**config.mk**
```make
export PLATFORM = sky130hd
export DESIGN_NAME = sram_bank_sequencer
export DESIGN_NICKNAME = d
export VERILOG_FILES = /design/src/rtl/sram_bank_sequencer.sv
export SDC_FILE = /design/constraint.sdc
export NUM_CORES = 1
export LEC_CHECK = 0
export ABC_AREA = 1
export CORE_AREA = 2 2 73 144
export DETAILED_ROUTE_END_ITERATION = 12
export DIE_AREA = 0 0 75 146
export HOLD_SLACK_MARGIN = 0.02
export MAX_ROUTING_LAYER = met4
export PLACE_DENSITY = 0.82
export REMOVE_ABC_BUFFERS = 1
export SETUP_SLACK_MARGIN = 0.1
export SYNTH_ARGS = -nofsm -noshare
export SYNTH_HDL_FRONTEND = slang
export SYNTH_SLANG_ARGS = --single-unit
```
**constraint.sdc**
```tcl
create_clock -name clk -period 1.45 [get_ports clk]
set_clock_uncertainty 0.1 [all_clocks]
set_input_delay 0.145 -clock clk [delete_from_list [all_inputs] [get_ports clk]]
set_output_delay 0.145 -clock clk [all_outputs]
set_load 0.05 [all_outputs]
```
**src/rtl/sram_bank_sequencer.sv**
```systemverilog
// sram_bank_sequencer: initiator side of the sram_2port_bank access protocol.
// Takes one read/write request at a time on a valid/ready interface. It then walks the
// bank's control pins through the Bennett-clock phase boundaries, and returns one
// response per accepted request.
//
// Ports:
//   clk, reset            system clock, synchronous active-low reset
//   clkpos                Bennett phase levels, synchronous to clk
//   req_*                 request channel (valid/ready, write flag, addresses, write data)
//   rsp_*                 response channel (valid/ready, write echo, captured read data)
//   Addr_A, Addr_B,       bank address/data/enable pins
//   DataIn, ReadEn,
//   WriteEn, RegWrtBar
//   outA, outB            bank read data
module sram_bank_sequencer #(
  parameter int unsigned WIDTH   = 10,
  parameter int unsigned ADDR_W  = 5,
  parameter int unsigned DATA_W  = 16,
  parameter int unsigned PH_ADDR = 2,
  parameter int unsigned PH_DATA = 4,
  parameter int unsigned PH_EN   = 6,
  parameter int unsigned PH_WEN  = 8,
  parameter int unsigned PH_WOFF = 9
) (
  input  logic              clk,
  input  logic              reset,
  input  logic [WIDTH-1:0]  clkpos,
  input  logic              req_valid,
  output logic              req_ready,
  input  logic              req_write,
  input  logic [ADDR_W-1:0] req_addr_a,
  input  logic [ADDR_W-1:0] req_addr_b,
  input  logic [DATA_W-1:0] req_wdata,
  output logic              rsp_valid,
  input  logic              rsp_ready,
  output logic              rsp_write,
  output logic [DATA_W-1:0] rsp_data_a,
  output logic [DATA_W-1:0] rsp_data_b,
  output logic [ADDR_W-1:0] Addr_A,
  output logic [ADDR_W-1:0] Addr_B,
  output logic [DATA_W-1:0] DataIn,
  output logic              ReadEn,
  output logic              WriteEn,
  output logic              RegWrtBar,
  input  logic [DATA_W-1:0] outA,
  input  logic [DATA_W-1:0] outB
);

  typedef enum logic [2:0] {
    IDLE, WAIT_ADDR, WAIT_DATA, WAIT_EN, WAIT_WEN, WAIT_WOFF, WAIT_END, RESP
  } state_t;

  state_t            state;
  logic [WIDTH-1:0]  clkpos_d;
  logic [WIDTH-1:0]  rise;
  logic [WIDTH-1:0]  fall;
  logic              hold_write;
  logic [ADDR_W-1:0] hold_addr_a;
  logic [ADDR_W-1:0] hold_addr_b;
  logic [DATA_W-1:0] hold_wdata;

  // Phase edge detection against the previous clk sample.
  assign rise = clkpos & ~clkpos_d;
  assign fall = ~clkpos & clkpos_d;

  // Phases the protocol never consumes are folded here so they read as intentionally unused.
  logic unused_events;
  assign unused_events = ^{rise, fall};

  // Sequencer: each wait state consumes only its own phase event, so simultaneous
  // edges on other phases can never skip a step.
  always_ff @(posedge clk) begin
    if (!reset) begin
      state       <= IDLE;
      clkpos_d    <= '0;
      hold_write  <= 1'b0;
      hold_addr_a <= '0;
      hold_addr_b <= '0;
      hold_wdata  <= '0;
      req_ready   <= 1'b0;
      rsp_valid   <= 1'b0;
      rsp_write   <= 1'b0;
      rsp_data_a  <= '0;
      rsp_data_b  <= '0;
      Addr_A      <= '0;
      Addr_B      <= '0;
      DataIn      <= '0;
      ReadEn      <= 1'b0;
      WriteEn     <= 1'b0;
      RegWrtBar   <= 1'b0;
    end else begin
      clkpos_d <= clkpos;
      case (state)
        IDLE: begin
          req_ready <= 1'b1;
          if (req_valid && req_ready) begin
            hold_write  <= req_write;
            hold_addr_a <= req_addr_a;
            hold_addr_b <= req_addr_b;
            hold_wdata  <= req_wdata;
            req_ready   <= 1'b0;
            state       <= WAIT_ADDR;
          end
        end
        WAIT_ADDR: if (rise[PH_ADDR]) begin
          Addr_A <= hold_addr_a;
          Addr_B <= hold_addr_b;
          state  <= WAIT_DATA;
        end
        WAIT_DATA: if (rise[PH_DATA]) begin
          DataIn <= hold_write ? hold_wdata : '0;
          state  <= WAIT_EN;
        end
        WAIT_EN: if (rise[PH_EN]) begin
          if (hold_write) RegWrtBar <= 1'b1;
          else            ReadEn    <= 1'b1;
          state <= WAIT_WEN;
        end
        WAIT_WEN: if (rise[PH_WEN]) begin
          if (hold_write) begin
            WriteEn    <= 1'b1;
            rsp_data_a <= '0;
            rsp_data_b <= '0;
            state      <= WAIT_WOFF;
          end else begin
            // Bank outputs are still driven here because ReadEn drops at this same edge.
            ReadEn     <= 1'b0;
            rsp_data_a <= outA;
            rsp_data_b <= outB;
            state      <= WAIT_END;
          end
        end
        WAIT_WOFF: if (rise[PH_WOFF]) begin
          WriteEn <= 1'b0;
          state   <= WAIT_END;
        end
        WAIT_END: if (fall[PH_EN]) begin
          RegWrtBar <= 1'b0;
          rsp_valid <= 1'b1;
          rsp_write <= hold_write;
          state     <= RESP;
        end
        RESP: if (rsp_ready) begin
          rsp_valid <= 1'b0;
          req_ready <= 1'b1;
          state     <= IDLE;
        end
        default: state <= IDLE;
      endcase
    end
  end

endmodule

```
; Word-level counts from Yosys, hierarchy flattened
; Cells that the tools add are included.
[classes]
add_sub_neg = 0
n_mul = 0
n_div = 0
magnitude_cmp = 0
eq_ne = 19
shifts = 0
mux = 31
n_bitwise = 4
n_reduce_logical = 18
[op_table]
columns = cell, n
row1 = $mux 16, 3
row2 = $mux 3, 8
row3 = $ne 2x2->1 const B, 12
row4 = $pmux 3 s8, 1
row5 = $mux 1, 13
row6 = $eq 3x3->1 const B, 4
row7 = $reduce_and 2->1, 6
row8 = $and 10x10->10, 1
row9 = $not 10->10, 1
row10 = $pmux 1 s2, 5
row11 = $reduce_bool 2->1, 5
row12 = $reduce_and 4->1, 2
row13 = $reduce_and 8->1, 1
row14 = $and 7x7->7, 1
row15 = $not 7->7, 1
row16 = $eq 3x2->1 const B, 2
row17 = $reduce_and 5->1, 1
row18 = $eq 3x1->1 const B, 1
row19 = $logic_not 3->1, 1
row20 = $reduce_and 3->1, 1
row21 = $mux 2, 1
row22 = $logic_and 1x1->1, 1
[totals]
regBits = 104
latchBits = 0
ramBits = 0
romBits = 0
input_bits = 73
out_inout_bits = 64
memories = 0

; Logic depth before layout (Yosys ltp)
[depth]
word_depth = 4
ltp_mapped = 9
ltp_nobuf = 8

; Least setup slack after synthesis
; Ideal clock, no wire load.
[synth_path]
kind = register -> register
from = reg state[1]
to = reg DataIn[5]
arrival_ns = 1.268
slack_ns = -0.051
path_stages_with_launch = 10
path_buffers = 2
synth_period_minus_slack_ns = 1.501
path_cell_list = dfxtp_1 buf_6 inv_2 nor2_4 inv_2 nor3_4 inv_2 clkbuf_8 nand2_1 a21oi_1
[synth_via]
elab_chain_cells = 2
[synth_lines]
columns = item, line
row1 = start: declaration, 53  ; state_t state;
row2 = start signal: assignment, 74  ; state <= IDLE;
row3 = start signal: assignment, 102  ; state <= WAIT_ADDR;
row4 = start signal: assignment, 108  ; state <= WAIT_DATA;
row5 = $eq 3x2->1, 93  ; case (state)
row6 = $reduce_and 2->1 (no source line), --
row7 = end signal: assignment, 111  ; DataIn <= hold_write ? hold_wdata : '0;
row8 = end: declaration, 41  ; output logic [DATA_W-1:0] DataIn,
; No other way between the ends.
; A chain may end at the register's enable or synchronous reset.

; Worst setup path in the final report
[layout_path]
from = reg state[1]
to = reg state[2]
[layout_via]
elab_chain_cells = 3
word_cells_on_any_way = 18
cone_classes = eq/ne (15) / mux (1) / reduce/logical (2)
[layout_lines]
columns = item, line
row1 = $eq 3x2->1 (tied with other cells), 93
row2 = $ne 2x2->1 (no source line), --
row3 = $reduce_and 8->1 (no source line), --
; Parallel ways exist; a longest one is shown, timed or not.

==> results <==
[cell families after synthesis]
| kind of cell | after synthesis | share of synthesized area |
|---|---|---|
| flops | 99 | 0.5160 |
| buf+inv | 85 | 0.09804 |
| simple gates | 182 | 0.2254 |
| compound gates | 123 | 0.1606 |
[cell usage in the layout, fill, tap and decap left out, types with 2 or more instances in the layout]
master and n:
a21oi_2 34, nand3_1 25, o21ai_0 19, buf_12 70
inv_2 5, clkdlybuf4s50_1 67, clkinv_2 2, dfxtp_2 2
clkbuf_16 12, nand2_2 3, buf_4 17, buf_6 12
nand2_1 69, o21ai_1 19, nand3_4 12, inv_1 45
clkinv_4 2, nand2_4 6, nor2_4 8, a21oi_1 46
dfxtp_4 2, nand4_1 4, dfxtp_1 95, o21ai_2 4
nor2_1 26, nand3_2 22, inv_4 2, nor3_4 2
[how the worst max path moves through the flow]
stage,startpoint,endpoint,cells after the start
floorplan,state[2],rsp_data_a[0],4
global placement,clkpos[4],DataIn[6],6
detailed placement,clkpos[4],DataIn[9],6
CTS,state[1],hold_wdata[10],7
global route,state[1],rsp_data_b[1],7
finish,state[1],state[2],9
[per-stage QoR]
step | cell area, um2 | setup TNS [ns] | utilization | setup slack (ns) | hold slack [ns]
finish | 7048 | 0 | 0.7219 | 0.002289 | 0.2665
global route | 7048 | -1.747 | 0.7219 | -0.06271 | 0.2701
CTS | 6606 | 0 | 0.6767 | 0.02363 | 0.2570
detailed placement | 6077 | -9.707 | 0.6225 | -0.2671 | 0.3382
global placement | 6077 | -6.430 | 0.6225 | -0.2097 | 0.3311
floorplan | 3667 | -25.84 | - | -0.4710 | 0.1385
[where the power goes]
| part | leakage, nW | switching (mW) | internal, mW | total, mW |
|---|---|---|---|---|
| Combinational | 1.66 | 1.59 | 1.33 | 2.92 |
| Clock | 0.143 | 1.01 | 1.34 | 2.35 |
| Sequential | 0.805 | 0.299 | 3.05 | 3.34 |
[cells in the mapped netlist (2+ instances only)]
cell type / count / area (um2)
a21oi_1: 80 / 400.4
clkbuf_1: 13 / 48.80
buf_1: 2 / 7.510
o21ai_0: 38 / 190.2
dfxtp_1: 99 / 1982
o21ai_1: 4 / 20.02
nand2_1: 77 / 289.0
buf_2: 7 / 35.03
nor3_1: 2 / 10.01
buf_6: 3 / 33.78
nand4_1: 4 / 25.02
nand3_1: 57 / 285.3
nor2_1: 31 / 116.4
buf_4: 4 / 30.03
inv_1: 45 / 168.9
inv_2: 9 / 33.78
nor2_4: 3 / 33.78
[worst max-delay path, delay by kind of cell, from the launching register on]
family	cells	cell delay, ns
flops	1	0.36
simple gates	5	0.39
buf+inv	3	0.35
compound gates	1	0.12
[metal layers]
layer,share of wire,track usage,vias up
met5,0,-,-
met4,0.031,0.09732,0
met3,0.033,0.02978,30
met2,0.59,0.3820,122
met1,0.35,0.2085,1833
li1,-,-,1904
[state kept, by name, indices dropped and copies added, names as in the netlist, 3 cells and up]
register,count
state,3
hold_addr_a,5
rsp_data_a,16
clkpos_d,5
rsp_data_b,16
hold_wdata,16
Addr_B,5
hold_addr_b,5
DataIn,16
Addr_A,5
[area by class of cell]
class                      count  area share
timing repair buffer         169      0.3419
clock inverter                 6    0.009231
clock buffer                  10     0.03249
sequential                    99      0.2826
tap                          132     0.02343
multi-input combinational    305      0.2791
inverter                      54     0.03124
[what timing repair did]
| action | in CTS | in global routing |
|---|---|---|
| pin swaps | 14 | 29 |
| gates cloned | 0 | 4 |
| endpoints found under the setup margin | 93 | 94 |
| buffers inserted | 4 | 1 |
| resized for setup | 60 | 91 |
| endpoints found under the hold margin | 0 | 0 |
==> results.md <==
- Status: finished clean
- Fillers: roughly 680
- PwrDens: 1222 nW/um2
- Seq. cell area: 1992 um2
- Dpl hpwl: 8.343 mm
- Most used flip-flop cell after synthesis: dfxtp_1
- Least-Margin Pin Slew: 0.5352 ns
- CP required: approximately 1.6 ns
- Ys async rst share: 0
- Final Instance Count excl. Fillers: between 700 and 800
- Die area: ~11000 um2
- Antenna diodes: 0
- Hold Buf Count CTS: 0
- RSZ-0062 raised after global routing: yes
- CP Cell Sequence: nor2_4 > buf_4 > buf_6 > nand3_4 > buf_6 > nand2_4 > nor2_4 > a21oi_2 > nor2_1
- Slew Viols, Final: 0
- Fin nets: a little over 700
- Sequential-to-total area share from yosys stat: 0.5160
- Antenna violations before repair: 0
- Clock root buffer: clkbuf_16
- Die Y-Extent: between 100 and 150 um
- Layout cell share with drive strength beyond 1: 0.3484
- Peak supply drop: 1.201 mV
- Initial Util: 0.3934
- Total Power: 8.612 mW
- Max-Cap Viols: 0
- Final-report hold violation count: 0
- Reg2Reg Depth: 9
- Worst r2r dst: state[2]
- Achievable frequency: 690.7 MHz
- Die width: 75 um
- Post-synth cell types: 28
- Placer Congestion: 0.8663
- Core footprint: 9763 um2
- 1st-pass router iterations: 5
- Crit-path slowest cell: dfxtp_4
- CP Class: reg2reg
- Total number of vias: 3889
- Fin crit share: 0.9984
- Clock tree buffer depth: 2
- EDFF count, synth: 0
- Cells after Synth: 489
- Area taken by multi-input logic gates: 1967 um2
- Critical Path Fanout Max: 4
- Placed insts: 750
- Min Tclk post-route: 1.448 ns
- Slowest stage delay, CP: 0.36 ns
- Synth Area per Inst: a little under 8 um2
- DRT Wirelength: 12.10 mm
- Area growth syn-to-layout: 83.49%
- Grt total ovfl: 0
- Initial DRC Count: approximately 160
- R2r startpoint: state[1]
- Row Count: 51
- WP data arrival: approximately 1.6 ns
- Worst slew margin: 0.6432
- Worst-Skew Late Latency: 0.33 ns
- Mapped cell area: between 3000 and 4000 um2
- Final setup violation count: 0
- # clock sinks: 99
- Number of global-route vias before repair: approximately 3800
- ANT nets after route: 0
- Worst-path clk slew: around 0.06 ns
- First-pass GRT wire length: 17.55 mm
- Post-route DRC: 0
- Syn. warnings: 0
- TritonCTS clock tree: yes
- Num CTS Buffers: 9
- Buffers on Ports: 131
- CP endpoint kind: flip-flop
- Hold Crit Start: clkpos[2]
- R2R Setup Slk: about 0.0023 ns
- Hold depth: 3
- Seq cells post-synth: 99
- Hold endpoint: clkpos_d[2]
- GRT Util Overall: 0.2103
- Pin count of the biggest net entering global routing: 48
- H-tree levels: 3
- Vias per cell: 5.018
- P_leak: 2.607 nW
- Startpoint class of the critical path: flip-flop
- Wire per inst: 15.62 um
- # IOs: 137
- Hold WC Path Type: in2reg
Power figures use the tool's default switching activity.
